## src/rtl/video_sync_gen.sv

```systemverilog
// Raster timing generator: pixel/line counters with horizontal and vertical FSMs, registered syncs.
// Optional macro VSG_SERRATION_EN inverts hsync on vsync lines to give a serrated composite sync.
module video_sync_gen #(
    parameter int unsigned CW       = 12,
    parameter int unsigned H_ACTIVE = 640,
    parameter int unsigned H_FP     = 16,
    parameter int unsigned H_SYNC   = 96,
    parameter int unsigned H_BP     = 48,
    parameter int unsigned V_ACTIVE = 480,
    parameter int unsigned V_FP     = 10,
    parameter int unsigned V_SYNC   = 2,
    parameter int unsigned V_BP     = 33
) (
    input  logic          CK,
    input  logic          RST,
    input  logic          ce,
    output logic [CW-1:0] h_cnt,
    output logic [CW-1:0] v_cnt,
    output logic          de,
    output logic          hsync_n,
    output logic          vsync_n,
    output logic          csync_n,
    output logic          sof
);

    localparam int unsigned H_TOTAL = H_ACTIVE + H_FP + H_SYNC + H_BP;
    localparam int unsigned V_TOTAL = V_ACTIVE + V_FP + V_SYNC + V_BP;

    if (CW < 1 || H_ACTIVE < 1 || H_FP < 1 || H_SYNC < 1 || H_BP < 1 ||
        V_ACTIVE < 1 || V_FP < 1 || V_SYNC < 1 || V_BP < 1) begin : g_bad_param
        $error("video_sync_gen: every parameter must be >= 1");
    end
    if (CW < 32 && (H_TOTAL > (32'd1 << CW) || V_TOTAL > (32'd1 << CW))) begin : g_bad_width
        $error("video_sync_gen: H_TOTAL/V_TOTAL do not fit in CW bits");
    end

    // Last index of each segment; an FSM leaves a segment when its counter sits here.
    localparam logic [CW-1:0] H_ACT_END = CW'(H_ACTIVE - 1);
    localparam logic [CW-1:0] H_FPO_END = CW'(H_ACTIVE + H_FP - 1);
    localparam logic [CW-1:0] H_SYN_END = CW'(H_ACTIVE + H_FP + H_SYNC - 1);
    localparam logic [CW-1:0] H_BPO_END = CW'(H_TOTAL - 1);
    localparam logic [CW-1:0] V_ACT_END = CW'(V_ACTIVE - 1);
    localparam logic [CW-1:0] V_FPO_END = CW'(V_ACTIVE + V_FP - 1);
    localparam logic [CW-1:0] V_SYN_END = CW'(V_ACTIVE + V_FP + V_SYNC - 1);
    localparam logic [CW-1:0] V_BPO_END = CW'(V_TOTAL - 1);

    typedef enum logic [1:0] {H_ACT, H_FPO, H_SYN, H_BPO} h_state_t;
    typedef enum logic [1:0] {V_ACT, V_FPO, V_SYN, V_BPO} v_state_t;

    h_state_t      r_h_state, w_h_state_nxt;
    v_state_t      r_v_state, w_v_state_nxt;
    logic [CW-1:0] r_h_cnt, r_v_cnt, w_h_nxt, w_v_nxt;
    logic          w_h_wrap, w_v_wrap;
    logic          r_de, r_hsync_n, r_vsync_n, r_csync_n, r_sof;
    logic          w_de_nxt, w_hsync_n_nxt, w_vsync_n_nxt, w_csync_n_nxt;

    always_comb begin
        w_h_wrap = (r_h_cnt == H_BPO_END);
        w_v_wrap = w_h_wrap && (r_v_cnt == V_BPO_END);
        w_h_nxt  = w_h_wrap ? '0 : r_h_cnt + CW'(1);
        w_v_nxt  = r_v_cnt;
        if (w_h_wrap) begin
            w_v_nxt = w_v_wrap ? '0 : r_v_cnt + CW'(1);
        end

        w_h_state_nxt = r_h_state;
        unique case (r_h_state)
            H_ACT:   if (r_h_cnt == H_ACT_END) w_h_state_nxt = H_FPO;
            H_FPO:   if (r_h_cnt == H_FPO_END) w_h_state_nxt = H_SYN;
            H_SYN:   if (r_h_cnt == H_SYN_END) w_h_state_nxt = H_BPO;
            H_BPO:   if (w_h_wrap)             w_h_state_nxt = H_ACT;
            default: w_h_state_nxt = H_BPO;
        endcase

        // The vertical FSM only moves at line wrap, so vsync spans whole lines.
        w_v_state_nxt = r_v_state;
        if (w_h_wrap) begin
            unique case (r_v_state)
                V_ACT:   if (r_v_cnt == V_ACT_END) w_v_state_nxt = V_FPO;
                V_FPO:   if (r_v_cnt == V_FPO_END) w_v_state_nxt = V_SYN;
                V_SYN:   if (r_v_cnt == V_SYN_END) w_v_state_nxt = V_BPO;
                V_BPO:   if (w_v_wrap)             w_v_state_nxt = V_ACT;
                default: w_v_state_nxt = V_BPO;
            endcase
        end

        w_de_nxt      = (w_h_state_nxt == H_ACT) && (w_v_state_nxt == V_ACT);
        w_hsync_n_nxt = (w_h_state_nxt != H_SYN);
        w_vsync_n_nxt = (w_v_state_nxt != V_SYN);
`ifdef VSG_SERRATION_EN
        w_csync_n_nxt = w_vsync_n_nxt ? w_hsync_n_nxt : ~w_hsync_n_nxt;
`else
        w_csync_n_nxt = w_hsync_n_nxt & w_vsync_n_nxt;
`endif
    end

    // Outputs are decoded from the next position so they stay aligned with the counters.
    always_ff @(posedge CK) begin
        if (RST) begin
            r_h_cnt   <= H_BPO_END;
            r_v_cnt   <= V_BPO_END;
            r_h_state <= H_BPO;
            r_v_state <= V_BPO;
            r_de      <= 1'b0;
            r_hsync_n <= 1'b1;
            r_vsync_n <= 1'b1;
            r_csync_n <= 1'b1;
            r_sof     <= 1'b0;
        end else if (ce) begin
            r_h_cnt   <= w_h_nxt;
            r_v_cnt   <= w_v_nxt;
            r_h_state <= w_h_state_nxt;
            r_v_state <= w_v_state_nxt;
            r_de      <= w_de_nxt;
            r_hsync_n <= w_hsync_n_nxt;
            r_vsync_n <= w_vsync_n_nxt;
            r_csync_n <= w_csync_n_nxt;
            r_sof     <= w_v_wrap;
        end else begin
            r_sof     <= 1'b0;
        end
    end

    assign h_cnt   = r_h_cnt;
    assign v_cnt   = r_v_cnt;
    assign de      = r_de;
    assign hsync_n = r_hsync_n;
    assign vsync_n = r_vsync_n;
    assign csync_n = r_csync_n;
    assign sof     = r_sof;

endmodule
```

## config.mk

```make
export PLATFORM = sky130hd
export DESIGN_NAME = video_sync_gen
export DESIGN_NICKNAME = d
export VERILOG_FILES = /design/src/rtl/video_sync_gen.sv
export SDC_FILE = /design/constraint.sdc
export NUM_CORES = 1
export LEC_CHECK = 0
export ABC_CLOCK_PERIOD_IN_PS = 3750
export CAP_MARGIN = 20
export CELL_PAD_IN_SITES_DETAIL_PLACEMENT = 0
export CELL_PAD_IN_SITES_GLOBAL_PLACEMENT = 1
export CORE_UTILIZATION = 41
export DETAILED_ROUTE_END_ITERATION = 10
export GPL_ROUTABILITY_DRIVEN = 0
export HOLD_SLACK_MARGIN = 0.15
export PLACE_DENSITY_LB_ADDON = 0.3
export SLEW_MARGIN = 20
export SYNTH_ARGS = -nofsm -noshare
export SYNTH_HDL_FRONTEND = slang
export SYNTH_SLANG_ARGS = --single-unit
export TNS_END_PERCENT = 20
```

## constraint.sdc

```tcl
create_clock -name CK -period 3.75 [get_ports CK]
set_input_delay 0.5625 -clock CK [delete_from_list [all_inputs] [get_ports CK]]
set_output_delay 0.5625 -clock CK [all_outputs]
set_load 0.01 [all_outputs]
```

==> summary by stage <==
STA
The post-route fraction of the period consumed by the critical path is around two thirds. For the final database, setup skew stands at ~0.004 ns. The number of pins exceeding their max-slew limit in the final report came to 0. Measured against its own limit, the worst slew margin works out to 55.5%. The maximum clock rate is about 390 MHz.

The number of setup violations in the final report is 0. The final hold slack is between 0.4 and 0.5 ns. Setup repair after global routing left no endpoint under its margin.

At the pin with the least slew margin, the transition time is 0.668 ns. For the finished layout, the period the worst path requires is ~2.6 ns. After routing, the total negative slack on setup checks comes to 0 ns.

The number of failing hold endpoints at the final stage was 0.

Clock network
Counting along the longest clock path gives a buffer depth of 2. The master cell of the clock root buffer is sky130_fd_sc_hd__clkbuf_8. The clock transition at the registers of the reported paths is roughly 0.070 ns. The count of hold-fix buffers inserted at cts is 0. The count of buffers added by post-CTS timing repair for setup is 0. TritonCTS created 5 clock buffers.

The number of clock sinks seen by CTS is 33. TritonCTS built the clock tree. After clock tree synthesis, the repair step resized 0 gates.

The clock insertion delay at the later pin of the skew report is 0.29 ns. The H-tree level count is 2.

Power and ir drop
The portion of total power attributed to the clock network is between 20% and 30%. Of the total power, the share spent switching nets is ~32%. The leakage power total is slightly below 0.8 nW. The analysis attributes to net switching a power of between 0.0003 and 0.0004 W. In this run the power density over the cells is 473 nW/µm². The share of total power dissipated in combinational logic is 27.4%.

The share of power burned in registers is 43.2%. The internal portion of the total power is 0.000687 W. The highest ir drop seen on vdd is about 0.00029 V.

Flow run
Across the run, the number of max-cap violations was 0.

Critical path
STA classifies the critical path startpoint as an input port. The worst setup path is of the input port to register kind. Along the worst path, the maximum fanout reaches 18. The number of cells traversed by the worst register-to-register path is 6. The worst setup path is captured at a register. In this run the critical register-to-register path is captured at v_cnt[9]. For flop-to-flop paths, the worst setup slack is between 1 and 1.5 ns. Data on the critical path is required at its endpoint by 3.93 ns. The data arrival time of the critical path is 2.74 ns. In this run the critical register-to-register path is launched from h_cnt[0].

Die
The die is between 60 and 70 µm tall. The effective utilization at floorplan is around 43%. The area of the die is between 4000 and 5000 µm².

The floorplan step set the die width to between 60 and 70 µm. After floorplanning, the core was sized to cover 4000 µm². The cell row count is 23. The count of boundary I/O pins is 32.

Detailed routing
Once detail routing completed, the nets flagged for antenna violations numbered 0. The residual DRC count is 0. The routed layout has between 1500 and 2000 vias. The via count normalized by instance count is approximately 5.7. The count of routing violations after the opening detailed-route iteration is 105. The wire length per cell after detailed routing is approximately 15 µm. The total iterations of the first detailed-routing run is 4.

For this block, the routed nets add up to about 4300 µm of wire.

Yosys
The most used flip-flop cell after synthesis is sky130_fd_sc_hd__dfxtp_1. The number of different library cells in the post-synthesis netlist is 45. For this run, asynchronously set or reset flops after synthesis account for 0%.

By count the netlist is led by sky130_fd_sc_hd__dfxtp_1, sky130_fd_sc_hd__nor2_1, sky130_fd_sc_hd__nand2_1. Counting every instance in the synthesized netlist gives about 200. When the netlist entered floorplanning its net count stood at 204.

Yosys mapped a number of flops with a built-in enable equal to 0. The synthesized cell area is 1720 µm². The flip-flop and latch count after synthesis is 33. sky130_fd_sc_hd__dfxtp_1 is the most common cell in the netlist. During synthesis, Yosys emitted a total of 0 warnings. The cell accounting for the most synthesized area is sky130_fd_sc_hd__dfxtp_1.

In the post-synthesis netlist, the biggest area contributors are sky130_fd_sc_hd__dfxtp_1, sky130_fd_sc_hd__xnor2_1, sky130_fd_sc_hd__nor2_1. The mean post-synth cell area is 8.71 µm². The area share of the largest cell type after synthesis is a little under 40%.

After synthesis, flip-flops and latches occupy between 30% and 40% of the total area.

Outcome
The flow ran to the end, and the final reports show no timing, DRC or antenna violations.

Global routing
After global routing the overflow that remains totals 0. For this run, the total global-route usage over all layers was measured as between 20% and 30%. The first global-routing pass estimated 7100 µm of wire. The via count of the first global-routing pass is ~1500. The initial antenna violation count is 0. The pin count of the biggest net entering global routing is 19.

Hold path
The path with the worst hold slack has its endpoint at vsync_n. Along the worst hold path, the cell count comes to 1. In this run the most critical hold path is launched from vsync_n. The worst hold path belongs to the class register to register.

Cells and area
The net count of the finished layout is 232. After filler insertion, the fill cell instance count of the layout stands at about 360. The fraction of layout instances using a drive strength above 1 is around 5.3%.

The total inserted antenna cells is 0. The area growth from synthesis to layout is 24.7%.

Placement
The count of buffers inserted at the top-level ports is 31. Detailed placement finished with a half-perimeter wire length of approximately 2900 µm.
[flip-flops by register name, indices dropped and copies added, names as in the netlist]
name / cells
h_cnt: 12
v_cnt: 12
r_h_state: 2
r_v_state: 2
csync_n: 1
de: 1
hsync_n: 1
sof: 1
vsync_n: 1
[per-stage QoR]
stage	worst slack (ns)	cell area [µm²]	util, %	total power [W]	cells
after floorplan	1.74	1720	-	0.000625	197
after global placement	0.967	2040	50.9	0.000710	268
after detailed placement	0.891	2040	50.9	0.000715	268
after CTS	1.18	2140	53.5	0.00101	276
after global routing	1.02	2140	53.5	0.00107	276
final	1.18	2140	53.5	0.00101	276
[cells by family (layout without fill, tap and decap cells)]
logic type	after synthesis	count (layout)	share of synthesized area, %
AO/OA/AOI/OAI	37	37	14.7
buffers and inverters	16	45	4.30
AND/OR/NAND/NOR	90	90	30.9
flip-flops	33	33	38.5
adder cells (fa/ha/maj)	4	4	2.92
XOR/XNOR	17	17	8.68
[metal layers]
metal  vias up  track usage [%]  part of all wire (%)
met4         0             7.98                   1.4
met5         -                0                     0
met3         6             6.51                   3.5
li1        772                -                     -
met2        25             33.7                    46
met1       780             27.0                    49
[power groups by stage]
stage                     clock, W  sequential [W]  combinational (W)
after CTS                 0.000303        0.000435           0.000276
after detailed placement         0        0.000442           0.000273
after global placement           0        0.000441           0.000269
final                     0.000298        0.000437           0.000277
after global routing      0.000318        0.000441           0.000306
after floorplan                  0        0.000441           0.000185
[layout by cell type, fill, tap and decap left out, types with 3 or more instances in the layout]
master                            synthesis  layout
sky130_fd_sc_hd__dfxtp_1                 33      33
sky130_fd_sc_hd__clkdlybuf4s50_1          0      31
sky130_fd_sc_hd__nor2_1                  18      18
sky130_fd_sc_hd__nand2_1                 17      17
sky130_fd_sc_hd__xnor2_1                 11      11
sky130_fd_sc_hd__o21ai_0                 11      11
sky130_fd_sc_hd__nand4_1                 10      10
sky130_fd_sc_hd__nor3_1                   9       9
sky130_fd_sc_hd__a21oi_1                  7       7
sky130_fd_sc_hd__clkbuf_8                 0       7
sky130_fd_sc_hd__and3_1                   6       6
sky130_fd_sc_hd__xor2_1                   6       6
sky130_fd_sc_hd__inv_1                    5       5
sky130_fd_sc_hd__nand3_1                  5       5
sky130_fd_sc_hd__nor4b_1                  4       4
sky130_fd_sc_hd__nor4bb_1                 4       4
sky130_fd_sc_hd__a211o_1                  4       4
sky130_fd_sc_hd__ha_1                     4       4
sky130_fd_sc_hd__nor4_1                   3       3
[how the worst max path moves through the flow]
stage / start / slack, ns / to
floorplan: h_cnt[0] / 1.74 / v_cnt[9]
global placement: ce / 0.97 / v_cnt[9]
detailed placement: ce / 0.89 / v_cnt[9]
CTS: ce / 1.18 / v_cnt[9]
global route: ce / 1.02 / v_cnt[9]
finish: ce / 1.18 / v_cnt[9]
[area by class of cell]
cell class,instances,area [µm²],share of cell area [%]
clock buffers,7,96.3,4.51
clock inverters,1,5.00,0.234
inverters,6,22.5,1.05
multi-input cells,148,981,45.9
flip-flops and latches,33,661,30.9
well taps,50,62.6,2.93
repair buffers,31,310,14.5
[critical path, stage by stage]
cell                              delay (ns)
sky130_fd_sc_hd__clkdlybuf4s50_1        0.76
sky130_fd_sc_hd__and4_1                 0.71
sky130_fd_sc_hd__nand4_4                0.17
sky130_fd_sc_hd__or2_0                  0.24
sky130_fd_sc_hd__a211o_1                0.29
Power figures use the tool's default switching activity.
